$ cat config.mk
export PLATFORM = sky130hd
export DESIGN_NAME = morse_msg_scheduler
export DESIGN_NICKNAME = d
export VERILOG_FILES = /design/src/rtl/morse_pkg.sv /design/src/rtl/morse_fifo.sv /design/src/rtl/morse_msg_scheduler.sv
export SDC_FILE = /design/constraint.sdc
export NUM_CORES = 1
export LEC_CHECK = 0
export ABC_AREA = 1
export CAP_MARGIN = 20
export CORE_UTILIZATION = 54
export CTS_CLUSTER_DIAMETER = 120
export DETAILED_ROUTE_END_ITERATION = 8
export PLACE_DENSITY = 0.75
export SYNTH_ARGS = -nofsm -noshare
export SYNTH_HDL_FRONTEND = slang
export SYNTH_SLANG_ARGS = --single-unit
$ cat constraint.sdc
create_clock -name CLOCK_50 -period 1.85 [get_ports CLOCK_50]
set_input_delay 0.185 -clock CLOCK_50 [delete_from_list [all_inputs] [get_ports CLOCK_50]]
set_output_delay 0.185 -clock CLOCK_50 [all_outputs]
set_load 0.1 [all_outputs]
$ cat src/rtl/morse_pkg.sv
// Shared definitions for the Morse message scheduler.
//   - letter index constants (Q..X map to 0..7)
//   - per-letter element code (left-aligned, first element in bit 3, 1 = dash)
//     and element count
//   - unit counts for marks and gaps
//   - scheduler FSM state encoding
package morse_pkg;

   localparam logic [2:0] L_Q = 3'd0;
   localparam logic [2:0] L_R = 3'd1;
   localparam logic [2:0] L_S = 3'd2;
   localparam logic [2:0] L_T = 3'd3;
   localparam logic [2:0] L_U = 3'd4;
   localparam logic [2:0] L_V = 3'd5;
   localparam logic [2:0] L_W = 3'd6;
   localparam logic [2:0] L_X = 3'd7;

   localparam int unsigned DOT_U        = 1;
   localparam int unsigned DASH_U       = 3;
   localparam int unsigned ELEM_GAP_U   = 1;
   localparam int unsigned LETTER_GAP_U = 3;
   localparam int unsigned WORD_GAP_U   = 7;

   typedef enum logic [2:0] {
      IDLE,
      LOAD,
      MARK,
      SPACE,
      LGAP,
      WGAP
   } state_t;

   // Unused trailing bits are zero; only the first letter_len() bits matter.
   function automatic logic [3:0] letter_code(input logic [2:0] idx);
      logic [3:0] code;
      case (idx)
         L_Q:     code = 4'b1101;
         L_R:     code = 4'b0100;
         L_S:     code = 4'b0000;
         L_T:     code = 4'b1000;
         L_U:     code = 4'b0010;
         L_V:     code = 4'b0001;
         L_W:     code = 4'b0110;
         default: code = 4'b1001;
      endcase
      return code;
   endfunction

   function automatic logic [2:0] letter_len(input logic [2:0] idx);
      logic [2:0] len;
      case (idx)
         L_Q, L_V, L_X: len = 3'd4;
         L_T:           len = 3'd1;
         default:       len = 3'd3;
      endcase
      return len;
   endfunction

endpackage

$ cat src/rtl/morse_fifo.sv
// Circular DEPTH x 4 entry queue for the Morse scheduler.
// Ports:
//   clk, reset     clock, asynchronous active-high reset
//   flush          synchronous clear of contents and overflow; wins over push/pop
//   push, wr_data  enqueue request and entry
//   pop            dequeue request (ignored when empty)
//   rd_data        head entry (valid when not empty)
//   full, empty    occupancy flags
//   level          current entry count
//   overflow       sticky: a push was dropped while full
module morse_fifo #(
   parameter int unsigned DEPTH = 8,
   parameter int unsigned LVL_W = 4
) (
   input  logic             clk,
   input  logic             reset,
   input  logic             flush,
   input  logic             push,
   input  logic [3:0]       wr_data,
   input  logic             pop,
   output logic [3:0]       rd_data,
   output logic             full,
   output logic             empty,
   output logic [LVL_W-1:0] level,
   output logic             overflow
);

   localparam int unsigned PW = $clog2(DEPTH);

   logic [3:0]    mem [DEPTH];
   logic [PW-1:0] wr_ptr;
   logic [PW-1:0] rd_ptr;
   logic          do_push;
   logic          do_pop;

   assign full    = (level == LVL_W'(DEPTH));
   assign empty   = (level == '0);
   // Full means dropped, even if a pop frees a slot in the same cycle.
   assign do_push = push && !full && !flush;
   assign do_pop  = pop && !empty && !flush;
   assign rd_data = mem[rd_ptr];

   always_ff @(posedge clk) begin
      if (do_push) begin
         mem[wr_ptr] <= wr_data;
      end
   end

   always_ff @(posedge clk or posedge reset) begin
      if (reset) begin
         wr_ptr   <= '0;
         rd_ptr   <= '0;
         level    <= '0;
         overflow <= 1'b0;
      end else if (flush) begin
         wr_ptr   <= '0;
         rd_ptr   <= '0;
         level    <= '0;
         overflow <= 1'b0;
      end else begin
         if (do_push) wr_ptr <= wr_ptr + 1'b1;
         if (do_pop)  rd_ptr <= rd_ptr + 1'b1;
         case ({do_push, do_pop})
            2'b10:   level <= level + 1'b1;
            2'b01:   level <= level - 1'b1;
            default: level <= level;
         endcase
         if (push && full) overflow <= 1'b1;
      end
   end

endmodule

$ cat src/rtl/morse_msg_scheduler.sv
// Message-level Morse lamp controller: queues letter indices and word-space
// tokens, expands each entry to timed marks/gaps and drives one lamp.
// Ports:
//   CLOCK_50          system clock
//   reset             asynchronous active-high reset
//   wr_en, wr_data    push entry ([3]=1 word space, else letter index [2:0])
//   run               allow new entries to start
//   abort             synchronous flush of queue and output
//   full, empty       queue flags
//   level, overflow   queue count and sticky drop flag
//   lamp              Morse output, 1 = mark
//   busy              scheduler not idle
//   cur_letter        index of the letter being / last sent
//   letter_done       one-cycle pulse after an entry's trailing gap
module morse_msg_scheduler
   import morse_pkg::*;
#(
   parameter int unsigned UNIT_CYCLES = 25000000,
   parameter int unsigned DEPTH       = 8,
   parameter int unsigned LVL_W       = 4
) (
   input  logic             CLOCK_50,
   input  logic             reset,
   input  logic             wr_en,
   input  logic [3:0]       wr_data,
   input  logic             run,
   input  logic             abort,
   output logic             full,
   output logic             empty,
   output logic [LVL_W-1:0] level,
   output logic             overflow,
   output logic             lamp,
   output logic             busy,
   output logic [2:0]       cur_letter,
   output logic             letter_done
);

   localparam int unsigned         TW      = (UNIT_CYCLES > 1) ? $clog2(UNIT_CYCLES) : 1;
   localparam logic [TW-1:0]       TICK_AT = TW'(UNIT_CYCLES - 1);
   localparam logic [2:0]          DOT     = 3'(DOT_U);
   localparam logic [2:0]          DASH    = 3'(DASH_U);

   state_t        state;
   logic [TW-1:0] timer;
   logic          tick;
   logic [2:0]    units;     // units left in the current interval
   logic [3:0]    code;      // current element in bit 3
   logic [2:0]    rem;       // elements left after the current one
   logic [3:0]    entry;     // popped queue entry awaiting LOAD
   logic          done_pend;
   logic          pop;
   logic [3:0]    rd_data;
   logic [3:0]    ld_code;

   assign tick    = (timer == TICK_AT);
   assign pop     = (state == IDLE) && run && !empty && !abort;
   assign busy    = (state != IDLE);
   assign ld_code = letter_code(entry[2:0]);

   morse_fifo #(
      .DEPTH (DEPTH),
      .LVL_W (LVL_W)
   ) u_fifo (
      .clk      (CLOCK_50),
      .reset    (reset),
      .flush    (abort),
      .push     (wr_en),
      .wr_data  (wr_data),
      .pop      (pop),
      .rd_data  (rd_data),
      .full     (full),
      .empty    (empty),
      .level    (level),
      .overflow (overflow)
   );

   always_ff @(posedge CLOCK_50 or posedge reset) begin
      if (reset) begin
         state       <= IDLE;
         timer       <= '0;
         units       <= '0;
         code        <= '0;
         rem         <= '0;
         entry       <= '0;
         done_pend   <= 1'b0;
         lamp        <= 1'b0;
         letter_done <= 1'b0;
         cur_letter  <= '0;
      end else if (abort) begin
         state       <= IDLE;
         timer       <= '0;
         done_pend   <= 1'b0;
         lamp        <= 1'b0;
         letter_done <= 1'b0;
      end else begin
         // lamp and letter_done both lag the state by one cycle, so the
         // trailing gap seen on lamp is the full gap before the pulse.
         lamp        <= (state == MARK);
         letter_done <= done_pend;
         done_pend   <= 1'b0;
         timer       <= tick ? '0 : timer + 1'b1;
         case (state)
            IDLE: begin
               if (pop) begin
                  entry <= rd_data;
                  state <= LOAD;
                  timer <= '0;
               end
            end
            LOAD: begin
               timer <= '0;
               if (entry[3]) begin
                  units <= 3'(WORD_GAP_U);
                  state <= WGAP;
               end else begin
                  cur_letter <= entry[2:0];
                  code       <= ld_code;
                  rem        <= letter_len(entry[2:0]) - 3'd1;
                  units      <= ld_code[3] ? DASH : DOT;
                  state      <= MARK;
               end
            end
            MARK: begin
               if (tick) begin
                  if (units == 3'd1) begin
                     timer <= '0;
                     if (rem != '0) begin
                        units <= 3'(ELEM_GAP_U);
                        state <= SPACE;
                     end else begin
                        units <= 3'(LETTER_GAP_U);
                        state <= LGAP;
                     end
                  end else begin
                     units <= units - 3'd1;
                  end
               end
            end
            SPACE: begin
               if (tick) begin
                  if (units == 3'd1) begin
                     timer <= '0;
                     code  <= {code[2:0], 1'b0};
                     rem   <= rem - 3'd1;
                     units <= code[2] ? DASH : DOT;
                     state <= MARK;
                  end else begin
                     units <= units - 3'd1;
                  end
               end
            end
            LGAP, WGAP: begin
               if (tick) begin
                  if (units == 3'd1) begin
                     timer     <= '0;
                     done_pend <= 1'b1;
                     state     <= IDLE;
                  end else begin
                     units <= units - 3'd1;
                  end
               end
            end
            default: state <= IDLE;
         endcase
      end
   end

endmodule

* Word-level counts from Yosys, hierarchy flattened
Memory sizes are Yosys's and may differ from the RTL's. A register that Yosys moved wholly into a read port is not among the register bits. Index checks and enable logic that the tools add are counted.
Word-level totals: bits in latches 0, flip-flop bits (word level) 54, bits in writable memories 32, memories 1, output and inout bits 13, input port bits 9, memory bits (read-only) 0, word-level logic and storage cells 141
Memories:
- u_fifo.mem | depth 8, width 4, read ports 1, clocked after memory_dff 1, write ports 1, line morse_fifo.sv:30 | logic [3:0] mem [DEPTH];
Operators by class: multiply operators 0, reductions and logical operators 30, multiplexer cells 57, equal/unequal tests 30, $lt $le $gt $ge 0, shifts and indexed selects 0, add/sub/neg operators 8, bitwise operators 2, divide/modulo/power cells 0
Operators by type and width (number):
- two-way mux 25 bit | 5
- two-way mux 3 bit | 30
- case mux 25 bit (3 select lines) | 1
- case mux 4 bit (7 select lines) | 1
- adder 25 x 1 -> 25 bit, second input constant | 1
- == test 25 bit, second input constant | 1
- == test 3 bit, second input constant | 6
- case mux 3 bit (2 select lines) | 3
- inequality test 3 bit, second input constant | 5
- case mux 3 bit (5 select lines) | 1
- == test 3 x 2 -> 1 bit, second input constant | 4
- inequality test 2 bit, second input constant | 6
- case mux 3 bit (4 select lines) | 1
- two-way mux 1 bit | 10
- == test 3 x 1 -> 1 bit, second input constant | 3
- nonzero test 3 bit | 3
- subtractor 3 x 1 -> 3 bit, second input constant | 3
- logical AND 1 bit | 8
- case mux 4 bit (2 select lines) | 1
- nonzero test 2 bit | 4
- AND reduction 7 bit | 1
- adder 3 x 1 -> 3 bit, second input constant | 2
- logical NOT 3 bit | 2
- two-way mux 2 bit | 3
- other kinds (17) | 22

* Depth between registers and ports, before layout
word-level depth 9, depth in mapped cells 14, mapped depth without buffers 14

* Cells and area by module
From an unflattened synthesis, not the netlist that was laid out.
Second synthesis, totals: cell total of the unflattened synthesis 574, area, all modules 4848.4 um^2
By module, submodules not included:
- morse_msg_scheduler | area each 2872.8 um^2, seq. area each 1176.1 um^2, cells each 384, times used 1
- morse_fifo | area each 1975.6 um^2, seq. area each 1236.2 um^2, cells each 190, times used 1

* Worst setup path before layout
No wires, ideal clock.
path kind register to register, from register u_fifo.level[0], to register u_fifo.level[3], stages on the path, launching flop included 14, period minus slack after synthesis 3.012 ns, library setup time 0.120 ns, path buffers 0, slack -1.162 ns, required time 1.730 ns, data arrival time 2.892 ns, path through dfrtp_1 > inv_1 > nand2_1 > nor2_2 > nor2_4 > nand3_2 > inv_1 > ha_1 > nand2_1 > nand3b_1 > nand2_1 > nand2_1 > nand3_1 > nand2_1
Between the ends: word-level cells in the longest chain between the ends 9, elaborated cells between the ends (all ways) 17, classes of those cells 2 x add/sub; 3 x eq/ne; 2 x mux; 10 x reduce/logical
RTL lines:
- start: declaration | line morse_fifo.sv:24 | output logic [LVL_W-1:0] level,
- start signal: assignment | line morse_fifo.sv:64 | 2'b10: level <= level + 1'b1;
- start signal: assignment | line morse_fifo.sv:65 | 2'b01: level <= level - 1'b1;
- start signal: assignment | line morse_fifo.sv:66 | default: level <= level;
- logical NOT 4 bit (*) | line morse_fifo.sv:37 | assign empty = (level == '0);
- via empty | line morse_msg_scheduler.sv:29 | output logic empty,
- logical NOT 1 bit (*) | line morse_fifo.sv:40, morse_msg_scheduler.sv:56
- logical AND 1 bit (2 in series) | line morse_msg_scheduler.sv:56 | assign pop = (state == IDLE) && run && !empty && !abort;
- logical AND 1 bit (*) (2 in series) | line morse_fifo.sv:40 | assign do_pop = pop && !empty && !flush;
- == test 2 x 1 -> 1 bit or == test 2 bit (tied branches) | line morse_fifo.sv:63 | case ({do_push, do_pop})
- case mux 4 bit (2 select lines) | line morse_fifo.sv:63
- two-way mux 4 bit | line morse_fifo.sv:55 | end else if (flush) begin
The timed path passes the listed nets; every way through them passes the cells marked *. A chain may end at the register's enable or synchronous reset.

* Final worst setup path
from register u_fifo.level[2], to register u_fifo.level[2]
Between the ends: word-level cells in the longest chain between the ends 9, elaborated cells between the ends (all ways) 17, classes of those cells 2 x add/sub; 3 x eq/ne; 2 x mux; 10 x reduce/logical
RTL lines (line):
- logical NOT 4 bit | morse_fifo.sv:37
- logical NOT 1 bit | morse_fifo.sv:40, morse_msg_scheduler.sv:56
- logical AND 1 bit (2 in series) | morse_msg_scheduler.sv:56
- logical AND 1 bit (2 in series) | morse_fifo.sv:40
- == test 2 x 1 -> 1 bit or == test 2 bit (tied branches) | morse_fifo.sv:63
- case mux 4 bit (2 select lines) | morse_fifo.sv:63
- two-way mux 4 bit | morse_fifo.sv:55
Parallel ways exist; a longest one is shown, timed or not.

==> summary.txt <==
Critical path
  – Critical path's largest stage delay: 0.46 ns
  – CP Buf/Inv Count: 3
  – Reg2Reg Launch Point: u_fifo.level[2]
  – Slowest CP cell: dfrtp_2
  – CP startpoint kind: register
  – Critical path origin: u_fifo.level[2]
  – Max FO, Critical Path: 4
  – Cell breakdown of the critical path: nor2_1 > nand2_2 > nand2_2 > buf_4 > nand4_1 > nand2_1 > inv_1 > ha_2 > inv_2 > nand3_2 > nand2_2 > o22ai_2
  – CP delay by family, top: simple AND/OR/NAND/NOR gates
  – CP endpoint kind: register
  – Critical Path RT: 2.10 ns
  – Crit-path most repeated cell: nand2_2
  – WP data arrival: 2.11 ns
  – CP Class: register to register

Run status
  – Failing checks: setup timing
  – Status: finished with violations

Global route
  – Gr usage total: 23.8%
  – First-pass GRT wire length: 16200 um
  – Met1 usage: 31.1%
  – Global routing usage on met3: 4.85%
  – Vias in the first global route: 3579
  – Largest net degree at the start of global routing: 27
  – Initial antenna violation count: 0
  – Gr ovfl total: 0
  – Met2 usage: 38.2%
  – Gr busiest metal: met2

Clock tree
  – CTS max path bufs: 2
  – Clk root buf: clkbuf_8
  – Clock tree sinks: 90
  – CTS Hold Bufs: 0
  – Worst-Skew Late Latency: 0.37 ns
  – Clk pin slew, worst setup/hold paths: 0.09 ns
  – H-tree levels: 3
  – TritonCTS clock tree: yes
  – Cts bufs inserted: 9

Logic synthesis
  – Synth cell types: 43
  – YS warnings: 0
  – Seq/Total Area, Yosys: 52.6%
  – Average cell area after synthesis: 9.22 sq um
  – Number of synthesized register bits: 90
  – Synth Cell Area: 4580 sq um
  – Syn nets: 518
  – Post-Syn Instances: 497

Timing
  – Final Hold Fails: 0
  – Slew headroom: 66.6%
  – Setup-failing EPs final: 1
  – Min Clock Period, post-route: 1.86 ns
  – Final worst slack: -0.0130 ns
  – Least-Margin Pin Slew: 0.501 ns
  – RSZ-0062 raised after global routing: true
  – Clock Skew: 0.0118 ns
  – Setup TNS: -0.0130 ns
  – WHS: 0.107 ns
  – Final period util: 101%
  – F_max: 0.537 GHz
  – Fin. max-slew vios: 0

Final layout
  – Area of the multi-input gates: 2060 sq um
  – # fillers: 599
  – Layout Cells excl Fill: 673
  – Antenna cells: 0
  – NumNets Final: 584
  – Sequential cell area: 2420 sq um
  – Area Growth Syn to Fin: 23.5%
  – Layout cells sized above 1: 27.8%

Power and ir drop
  – Sequential share of power: 33.0%
  – IR drop worst, VDD: 0.000816 V
  – Pwr per Cell Area: 1370 nW/um^2
  – Net switching power: 3.42 mW
  – Clock power share: 16.9%
  – Power Internal: 4.35 mW
  – Comb pwr share: 50.1%
  – Switching portion of total power: 44.0%
  – P_leak: 2.37 nW

Die
  – Chip height: 94.1 um
  – Die Span X: 94.1 um
  – FP Rows: 33
  – Initial Util: 55.8%
  – DIE AREA: 8860 sq um
  – Core area: 8220 sq um
  – I/O pins: 22

Detailed routing
  – Drt first-iter violations: 224
  – Via density: 5.37
  – Vias post-DR: 3617
  – DRC viols: 0
  – First-pass iteration count of the detailed router: 5
  – Detail-routed net length per standard cell: 14.6 um
  – Final WL: 9840 um
  – Final ANT Viol Nets: 0

Hold path
  – Tightest Hold Check Type: input port to asynchronous set/reset pin

Place
  – Gpl congestion: 0.885
  – Pre-CTS setup slack: -0.156 ns
  – IO buf count: 21
  – HPWL after DPL: 6980 um
  – Cells after DPL: 643

Job
  – Maxcap violations: 0
==> synth_stat cells <==
cell type / count / area (sq um)
o32ai_1: 4 / 35.0
nor4_1: 4 / 25.0
o211ai_1: 4 / 30.0
nand2_1: 81 / 304
ha_1: 12 / 150
buf_6: 1 / 11.3
o221ai_1: 5 / 43.8
clkbuf_1: 3 / 11.3
nor2_2: 5 / 31.3
nand2_2: 4 / 25.0
nor2_1: 85 / 319
nor2_4: 2 / 22.5
a31oi_1: 1 / 6.26
buf_4: 3 / 22.5
clkinv_1: 1 / 3.75
a21o_1: 1 / 7.51
nor3b_1: 4 / 30.0
xnor2_1: 3 / 26.3
o21ai_1: 2 / 10.0
o21a_1: 2 / 15.0
or2_2: 1 / 6.26
nor3b_4: 1 / 18.8
and3_4: 1 / 11.3
o21ai_0: 34 / 170
nor3_1: 6 / 30.0
nand4_1: 12 / 75.1
edfxtp_1: 32 / 961
nand3_1: 17 / 85.1
mux2i_1: 4 / 40.0
o21ai_2: 5 / 43.8
nand3_4: 1 / 17.5
nand3_2: 4 / 40.0
a21oi_1: 10 / 50.1
nor3_2: 3 / 30.0
dfrtp_1: 58 / 1450
inv_2: 4 / 15.0
o22ai_1: 3 / 18.8
nand3b_1: 1 / 7.51
a31o_2: 1 / 8.76
a21oi_4: 2 / 32.5
xor2_1: 15 / 131
buf_2: 3 / 15.0
inv_1: 52 / 195
==> state kept, by name, indices dropped and copies added (netlist names) <==
name,cells
timer,25
u_fifo.rd_ptr,3
lamp,1
done_pend,1
code,3
u_fifo.wr_ptr,3
cur_letter,3
state,3
u_fifo.mem,32
u_fifo.overflow,1
rem,3
u_fifo.level,4
letter_done,1
entry,4
units,3
==> power by group through the flow <==
stage	Combinational (mW)	Sequential, mW	Clock, mW
after floorplan	2.02	2.99	0
after global placement	3.43	2.57	0
after detailed placement	3.52	2.58	0
after CTS	3.55	2.54	1.34
after global routing	4.22	2.60	1.42
final	3.90	2.56	1.31
==> path summary, 6_finish.rpt <==
kind	to	slack, ns	cells after the start
setup / recovery	u_fifo.level[2]	-0.01	12
hold / removal	timer[1]	0.11	2
setup reg to reg	u_fifo.level[2]	-0.01	12
hold reg to reg	cur_letter[0]	0.51	2
max in group asynchronous	state[0]	1.28	3
min in group CLOCK_50	cur_letter[0]	0.51	2
==> cell families (layout without fill, tap and decap cells) <==
| family | Yosys count | count (layout) | synth area share (%) |
|---|---|---|---|
| fa+ha+maj | 12 | 12 | 3.28 |
| flops | 90 | 90 | 52.6 |
| compound gates | 74 | 74 | 10.3 |
| mux | 4 | 4 | 0.873 |
| xor+xnor | 18 | 18 | 3.44 |
| simple gates | 232 | 232 | 23.5 |
| buf+inv | 67 | 138 | 5.98 |
==> cell type report <==
type                            instances  area share, %
Clock buffer                            9           2.19
Clock inverter                          7           1.19
Tap cell                              105           2.32
Timing Repair Buffer                   65           11.3
Multi-Input combinational cell        340           36.5
Inverter                               57           3.82
Sequential cell                        90           42.7
==> what timing repair did <==
action	4_1_cts	5_1_grt
setup buffers	0	14
gates resized for setup	2	37
endpoints found under the setup margin	3	22
pin swaps	0	20
==> per-layer routing <==
| metal | up-vias | share of wire (%) |
|---|---|---|
| li1 | 1798 | - |
| met1 | 1683 | 43 |
| met2 | 112 | 49 |
| met3 | 24 | 5.4 |
| met4 | 0 | 2.7 |
| met5 | - | 0 |
==> layout by cell type, fill, tap and decap left out, types with 14 or more instances in the layout <==
master / Yosys / layout
buf_4: 3 / 44
dfrtp_1: 58 / 53
edfxtp_1: 32 / 32
inv_1: 52 / 43
nand2_1: 81 / 73
nand3_1: 17 / 14
nor2_1: 85 / 72
nor2_2: 5 / 16
o21ai_0: 34 / 27
xor2_1: 15 / 15
==> per-stage QoR <==
stage	util [%]	instance area (sq um)	power (mW)
final	68.9	5660	7.77
after global routing	68.9	5660	8.24
after CTS	66.3	5450	7.43
after detailed placement	63.8	5240	6.10
after global placement	63.8	5240	5.99
after floorplan	-	4670	5.02
==> worst reg2reg max path, delay by kind of cell (launching register included) <==
family,cells,cell delay [ns]
AO/OA/AOI/OAI,1,0.06
adder cells (fa/ha/maj),1,0.19
buffers and inverters,3,0.26
flip-flops,1,0.46
AND/OR/NAND/NOR,7,0.77
Note: power is estimated with default switching activity, not from simulation.
